--- src/rtl/core_inst_sequencer_if.sv ---
// Host-side stream and core-side instruction/data bundle of the instruction sequencer.
// The sequencer takes the master view; a host or stream source takes the slave view.
interface core_inst_sequencer_if #(
  parameter int bw = 8,
  parameter int pr = 8
);
  logic             start;
  logic [pr*bw-1:0] in_data;
  logic             in_valid;
  logic             in_ready;
  logic [pr*bw-1:0] mem_in;
  logic [16:0]      inst;
  logic             busy;
  logic             out_valid;
  logic [3:0]       out_addr;
  logic             done;

  modport master (
    input  start, in_data, in_valid,
    output in_ready, mem_in, inst, busy, out_valid, out_addr, done
  );

  modport slave (
    output start, in_data, in_valid,
    input  in_ready, mem_in, inst, busy, out_valid, out_addr, done
  );
endinterface

--- src/rtl/core_inst_sequencer.sv ---
// Drives the core's 17-bit instruction word and mem_in bus: streams Q/K vectors into
// qmem/kmem, then runs the fixed K-load, execute, writeback and pmem readout job.
module core_inst_sequencer #(
  parameter int bw          = 8,
  parameter int pr          = 8,
  parameter int col         = 8,
  parameter int total_cycle = 8,
  parameter int gap         = 10
) (
  input logic                   clk,
  input logic                   reset,
  core_inst_sequencer_if.master bus
);
  localparam int OFIFO_RD = 16;
  localparam int EXECUTE  = 7;
  localparam int LOAD_BIT = 6;
  localparam int QMEM_RD  = 5;
  localparam int QMEM_WR  = 4;
  localparam int KMEM_RD  = 3;
  localparam int KMEM_WR  = 2;
  localparam int PMEM_RD  = 1;
  localparam int PMEM_WR  = 0;

  localparam logic [4:0] tc_last  = 5'(total_cycle - 1);
  localparam logic [4:0] col_last = 5'(col - 1);
  localparam logic [4:0] col_cnt  = 5'(col);
  localparam logic [4:0] gap_last = 5'(gap - 1);
  localparam logic [4:0] prd_last = 5'(2 * total_cycle - 1);

  typedef enum logic [3:0] {
    IDLE, QWR, KWR, GAP2, LOAD, LEND, LOFF, WAIT1,
    EXEC, EOFF, WAIT2, WB, WOFF, PRD, PDONE
  } state_t;

  state_t           state_reg;
  logic [4:0]       cnt_reg;
  logic [16:0]      inst_reg;
  logic [pr*bw-1:0] mem_in_reg;
  logic             out_valid_reg;
  logic [3:0]       out_addr_reg;
  logic             done_reg;

  logic       beat;
  logic [4:0] wr_last;
  logic [3:0] load_add;

  assign bus.in_ready  = (state_reg == QWR) || (state_reg == KWR);
  assign bus.busy      = (state_reg != IDLE);
  assign bus.inst      = inst_reg;
  assign bus.mem_in    = mem_in_reg;
  assign bus.out_valid = out_valid_reg;
  assign bus.out_addr  = out_addr_reg;
  assign bus.done      = done_reg;

  assign beat    = bus.in_valid && bus.in_ready;
  assign wr_last = (state_reg == QWR) ? tc_last : col_last;
  // The first two load cycles share address 0 while kmem's read latency fills.
  assign load_add = (cnt_reg <= 5'd1) ? 4'd0 : 4'(cnt_reg - 5'd1);

  always_ff @(posedge clk) begin
    if (reset) begin
      state_reg     <= IDLE;
      cnt_reg       <= '0;
      inst_reg      <= '0;
      mem_in_reg    <= '0;
      out_valid_reg <= 1'b0;
      out_addr_reg  <= '0;
      done_reg      <= 1'b0;
    end else begin
      inst_reg      <= '0;
      out_valid_reg <= 1'b0;
      done_reg      <= 1'b0;
      case (state_reg)
        IDLE: begin
          if (bus.start) begin
            state_reg <= QWR;
            cnt_reg   <= '0;
          end
        end
        QWR, KWR: begin
          // A stalled cycle still presents the pending address, just without the write strobe.
          inst_reg[15:12] <= cnt_reg[3:0];
          if (beat) begin
            if (state_reg == QWR) inst_reg[QMEM_WR] <= 1'b1;
            else                  inst_reg[KMEM_WR] <= 1'b1;
            mem_in_reg <= bus.in_data;
            if (cnt_reg == wr_last) begin
              cnt_reg   <= '0;
              state_reg <= (state_reg == QWR) ? KWR : GAP2;
            end else begin
              cnt_reg <= cnt_reg + 5'd1;
            end
          end
        end
        GAP2: begin
          if (cnt_reg == 5'd1) begin
            cnt_reg   <= '0;
            state_reg <= LOAD;
          end else begin
            cnt_reg <= cnt_reg + 5'd1;
          end
        end
        LOAD: begin
          inst_reg[LOAD_BIT] <= 1'b1;
          inst_reg[KMEM_RD]  <= (cnt_reg != 5'd0);
          inst_reg[15:12]    <= load_add;
          if (cnt_reg == col_cnt) begin
            cnt_reg   <= '0;
            state_reg <= LEND;
          end else begin
            cnt_reg <= cnt_reg + 5'd1;
          end
        end
        LEND: begin
          inst_reg[LOAD_BIT] <= 1'b1;
          state_reg          <= LOFF;
        end
        LOFF: begin
          cnt_reg   <= '0;
          state_reg <= WAIT1;
        end
        WAIT1, WAIT2: begin
          if (cnt_reg == gap_last) begin
            cnt_reg   <= '0;
            state_reg <= (state_reg == WAIT1) ? EXEC : WB;
          end else begin
            cnt_reg <= cnt_reg + 5'd1;
          end
        end
        EXEC: begin
          inst_reg[EXECUTE] <= 1'b1;
          inst_reg[QMEM_RD] <= 1'b1;
          inst_reg[15:12]   <= cnt_reg[3:0];
          if (cnt_reg == tc_last) begin
            cnt_reg   <= '0;
            state_reg <= EOFF;
          end else begin
            cnt_reg <= cnt_reg + 5'd1;
          end
        end
        EOFF: begin
          cnt_reg   <= '0;
          state_reg <= WAIT2;
        end
        WB: begin
          inst_reg[OFIFO_RD] <= 1'b1;
          inst_reg[PMEM_WR]  <= 1'b1;
          inst_reg[11:8]     <= cnt_reg[3:0];
          if (cnt_reg == tc_last) begin
            cnt_reg   <= '0;
            state_reg <= WOFF;
          end else begin
            cnt_reg <= cnt_reg + 5'd1;
          end
        end
        WOFF: begin
          cnt_reg   <= '0;
          state_reg <= PRD;
        end
        PRD: begin
          // Each address is held two cycles; pmem data is valid on the second.
          inst_reg[PMEM_RD] <= 1'b1;
          inst_reg[11:8]    <= cnt_reg[4:1];
          out_valid_reg     <= cnt_reg[0];
          out_addr_reg      <= cnt_reg[4:1];
          if (cnt_reg == prd_last) begin
            cnt_reg   <= '0;
            state_reg <= PDONE;
          end else begin
            cnt_reg <= cnt_reg + 5'd1;
          end
        end
        PDONE: begin
          done_reg  <= 1'b1;
          cnt_reg   <= '0;
          state_reg <= IDLE;
        end
        default: begin
          cnt_reg   <= '0;
          state_reg <= IDLE;
        end
      endcase
    end
  end
endmodule

--- src/flat_wrapper.sv ---
// flat-port wrapper written by rule: the top's interface ports become plain ports
module core_inst_sequencer_flat 
#(
  parameter int bw          = 8,
  parameter int pr          = 8,
  parameter int col         = 8,
  parameter int total_cycle = 8,
  parameter int gap         = 10
)
  (clk, reset, bus_start, bus_in_data, bus_in_valid, bus_in_ready, bus_mem_in, bus_inst, bus_busy, bus_out_valid, bus_out_addr, bus_done);
  core_inst_sequencer_if #(.bw(bw), .pr(pr)) bus_i ();
  input logic clk;
  input logic reset;
  input wire logic [$bits(bus_i.start)-1:0] bus_start;
  input wire logic [$bits(bus_i.in_data)-1:0] bus_in_data;
  input wire logic [$bits(bus_i.in_valid)-1:0] bus_in_valid;
  output wire logic [$bits(bus_i.in_ready)-1:0] bus_in_ready;
  output wire logic [$bits(bus_i.mem_in)-1:0] bus_mem_in;
  output wire logic [$bits(bus_i.inst)-1:0] bus_inst;
  output wire logic [$bits(bus_i.busy)-1:0] bus_busy;
  output wire logic [$bits(bus_i.out_valid)-1:0] bus_out_valid;
  output wire logic [$bits(bus_i.out_addr)-1:0] bus_out_addr;
  output wire logic [$bits(bus_i.done)-1:0] bus_done;
  assign bus_i.start = bus_start;
  assign bus_i.in_data = bus_in_data;
  assign bus_i.in_valid = bus_in_valid;
  assign bus_in_ready = bus_i.in_ready;
  assign bus_mem_in = bus_i.mem_in;
  assign bus_inst = bus_i.inst;
  assign bus_busy = bus_i.busy;
  assign bus_out_valid = bus_i.out_valid;
  assign bus_out_addr = bus_i.out_addr;
  assign bus_done = bus_i.done;
  core_inst_sequencer #(.bw(bw), .pr(pr), .col(col), .total_cycle(total_cycle), .gap(gap)) u_core (.clk(clk), .reset(reset), .bus(bus_i));
endmodule
--- config.mk ---
export PLATFORM = sky130hd
export DESIGN_NAME = core_inst_sequencer_flat
export DESIGN_NICKNAME = d
export VERILOG_FILES = /design/src/rtl/core_inst_sequencer_if.sv /design/src/rtl/core_inst_sequencer.sv /design/src/flat_wrapper.sv
export SDC_FILE = /design/constraint.sdc
export NUM_CORES = 1
export LEC_CHECK = 0
export BUFFER_PORTS_ARGS = -buffer_cell sky130_fd_sc_hd__buf_2
export CAP_MARGIN = 20
export CORE_ASPECT_RATIO = 2
export CORE_MARGIN = 2
export CORE_UTILIZATION = 43
export DETAILED_ROUTE_END_ITERATION = 10
export GPL_ROUTABILITY_DRIVEN = 0
export PLACE_DENSITY = 0.72
export SLEW_MARGIN = 25
export SYNTH_ARGS = -nofsm -noshare
export SYNTH_HDL_FRONTEND = slang
export SYNTH_SLANG_ARGS = --single-unit
--- constraint.sdc ---
create_clock -name clk -period 2.1 [get_ports clk]
set_input_delay 0.21 -clock clk [delete_from_list [all_inputs] [get_ports clk]]
set_output_delay 0.21 -clock clk [all_outputs]
set_load 0.05 [all_outputs]
==> flow_summary.toml <==
[timing]
slew_viol_final = 0
fin_setup_tns_ps = 0
layout_setup_ws_ps = 112
rsz0062_at_grt = "no"
hold_viol_final = 0
finalSetupViolCount = 0
layout_min_cycle_time_ps = 1990
finalCritPeriodShare = 0.947
holdWs_ps = 106
slew_headroom = 0.615
fmax_mhz = 503
fin_worst_skew_ps = 6.13
worst_slew_pin_slew_ps = 573

[floorplan]
row_count = 48
fp.dieH_um = 136
design.core.area_sq_um = 8590
die_area_sq_um = 9550
io-pin-count = 157
start_util = 0.438
die_x_um = 70.1

[clock_tree]
clk_pin_slew_ps = 70
cts_hold_buf = 0
cts_resized = 0
post_cts_buffers = 0
cts_root_buf = "clkbuf_16"
htreeDepth = 3
cts_made_buffers = 9
cts_tree = "yes"
clock_latency_ps = 340
clock_sinks = 94
clockBufferDepth = 2

[synthesis]
synth_cells = 455
async_reset_ff_frac = 0
synthesis.nets = 529
synth_edf_count = 0
ys_seq_area_frac = 0.501
synth_cell_types = 48
ys_ff_latch = 94
synth_area_per_cell_sq_um = 8.26
ys.flop_type = "dfxtp_1"
netlist_area_sq_um = 3760
yosysWarnings = 0

[placed_design]
dp_hpwl_um = 7580
dpl_cell_area_sq_um = 4670
io_buffers = 156
place_ws_ps = 82.8

[finish]
antenna_cells = 0
drive_gt1_frac = 0.328
area_growth_pct = 33.6
nNetsFinal = 679
final_cell_area_sq_um = 5020
largest_reg_flops = 64

[pwr]
p_per_area_nw_per_um2 = 1320
p_total_w = 0.00664
power_leakage_nw = 2.25
vdd_ir_drop_max_uv = 792

[route]
antenna_left = 0
first_pass_iters = 4
num_vias = 3661
drc = 0
wl_per_cell_um = 14.1
wl_met2_um = 5520
top_layer = "met4"
wl_met3_um = 504
wl_um = 10000
drt_iter0_markers = 127
wirelength_met1_um = 3600
vias_per_cell = 5.16

[critical_path]
path_max_fanout = 12
end_kind = "register"
cp.required_ps = 2320
cp.arrival_ps = 2210
critical_path_class = "register to register"
crit_path_start_kind = "register"

[global_route]
grt_usage = 0.208
grt_max_degree = 65
overflow = 0
grt_pass1_wl_um = 15800
grt_pass1_vias = 3352
antenna_found_initial = 0

[job]
max_cap_violations = 0

[run_status]
status = "finished, final reports clean"

[worst_hold_path]
hold_path.class = "input port to register"
-- cells in the mapped netlist (2+ instances only) --
master    count  share of area
a211o_1       2         0.0047
a211oi_1      5          0.010
a21o_1        2         0.0040
a21oi_1      74          0.099
a221oi_1      2         0.0047
a22o_1        4         0.0093
a311oi_1      2         0.0047
a31oi_1       2         0.0033
buf_2         7         0.0093
buf_4         4         0.0080
buf_6         3         0.0090
clkbuf_1     22          0.022
dfxtp_1      94           0.50
ha_1          6          0.020
inv_1         9         0.0090
mux2i_1       3         0.0080
nand2_1     139           0.14
nand2b_1      7          0.012
nand3_1       4         0.0053
nor2_1       16          0.016
nor3_1       10          0.013
nor4_1        5         0.0083
o21ai_0       2         0.0027
o31ai_1       3         0.0060
o41ai_1       2         0.0047
or3_1         3         0.0050
xnor2_1       2         0.0047
-- report_power, final --
group / switching [W] / internal, W
Sequential: 0.000172 / 0.00204
Clock: 0.000656 / 0.00117
Combinational: 0.00185 / 0.000758
-- final cells by class --
class	instances	area, sq um
clock inverter	5	106
clock buffer	11	233
fill	806	3570
multi-input combinational	316	1690
inverter	9	33.8
timing repair buffer	175	948
tap	100	125
sequential	94	1880
-- worst paths after layout --
path,startpoint,to,slack (ps),depth (start not counted)
setup / recovery,u_core.state_reg[0]$_SDFFE_PP0P_,u_core.cnt_reg[1]$_SDFFE_PP0P_,110,5
hold / removal,bus_in_data[12],u_core.bus.mem_in[12]$_SDFFE_PP0N_,110,3
hold reg to reg,u_core.bus.mem_in[46]$_SDFFE_PP0N_,u_core.bus.mem_in[46]$_SDFFE_PP0N_,450,2
setup reg to reg,u_core.state_reg[0]$_SDFFE_PP0P_,u_core.cnt_reg[1]$_SDFFE_PP0P_,110,5
-- worst max-delay path, cell delays in order (launching register included) --
cell and delay (ps):
dfxtp_1 460, or4b_4 600, o32ai_1 180, a211o_2 270
nor2_1 80, o41ai_1 280
-- per-layer routing --
layer,up-vias,GRT usage
li1,1832,-
met1,1667,0.212
met2,134,0.385
met3,28,0.0415
met4,0,0.125
met5,-,0
-- cell usage in the layout, fill, tap and decap left out, types with 2 or more instances in the layout --
master | synthesis | final
buf_4 | 4 | 17
nor4_1 | 5 | 5
buf_2 | 7 | 156
a221oi_1 | 2 | 2
a31oi_1 | 2 | 2
nand2b_1 | 7 | 7
clkbuf_16 | 0 | 9
o21ai_0 | 2 | 2
clkbuf_1 | 22 | 2
buf_12 | 0 | 2
a21o_1 | 2 | 2
bufinv_16 | 0 | 3
inv_1 | 9 | 9
a21oi_1 | 74 | 74
ha_1 | 6 | 6
xnor2_1 | 2 | 2
nand2_1 | 139 | 138
o31ai_1 | 3 | 3
mux2i_1 | 3 | 3
or3_1 | 3 | 3
a22o_1 | 4 | 4
a311oi_1 | 2 | 2
dfxtp_1 | 94 | 94
nor3_1 | 10 | 9
nor2_1 | 16 | 15
nand3_1 | 4 | 4
o41ai_1 | 2 | 2
a211oi_1 | 5 | 5
-- metrics by stage --
| step | cells | util |
|---|---|---|
| global placement | 694 | 0.544 |
| CTS | 710 | 0.583 |
| finish | 710 | 0.584 |
| floorplan | 455 | - |
| detailed placement | 694 | 0.544 |
| global route | 710 | 0.584 |
-- logic make-up (layout without fill, tap and decap cells) --
group / after synthesis / count (layout) / share of synthesized area
buf+inv: 45 / 200 / 0.0573
compound gates: 109 / 109 / 0.173
mux: 3 / 3 / 0.00799
xor+xnor: 3 / 3 / 0.0120
flops: 94 / 94 / 0.501
fa+ha+maj: 6 / 6 / 0.0200
simple gates: 195 / 195 / 0.229
(Power assumes the default switching activity.)
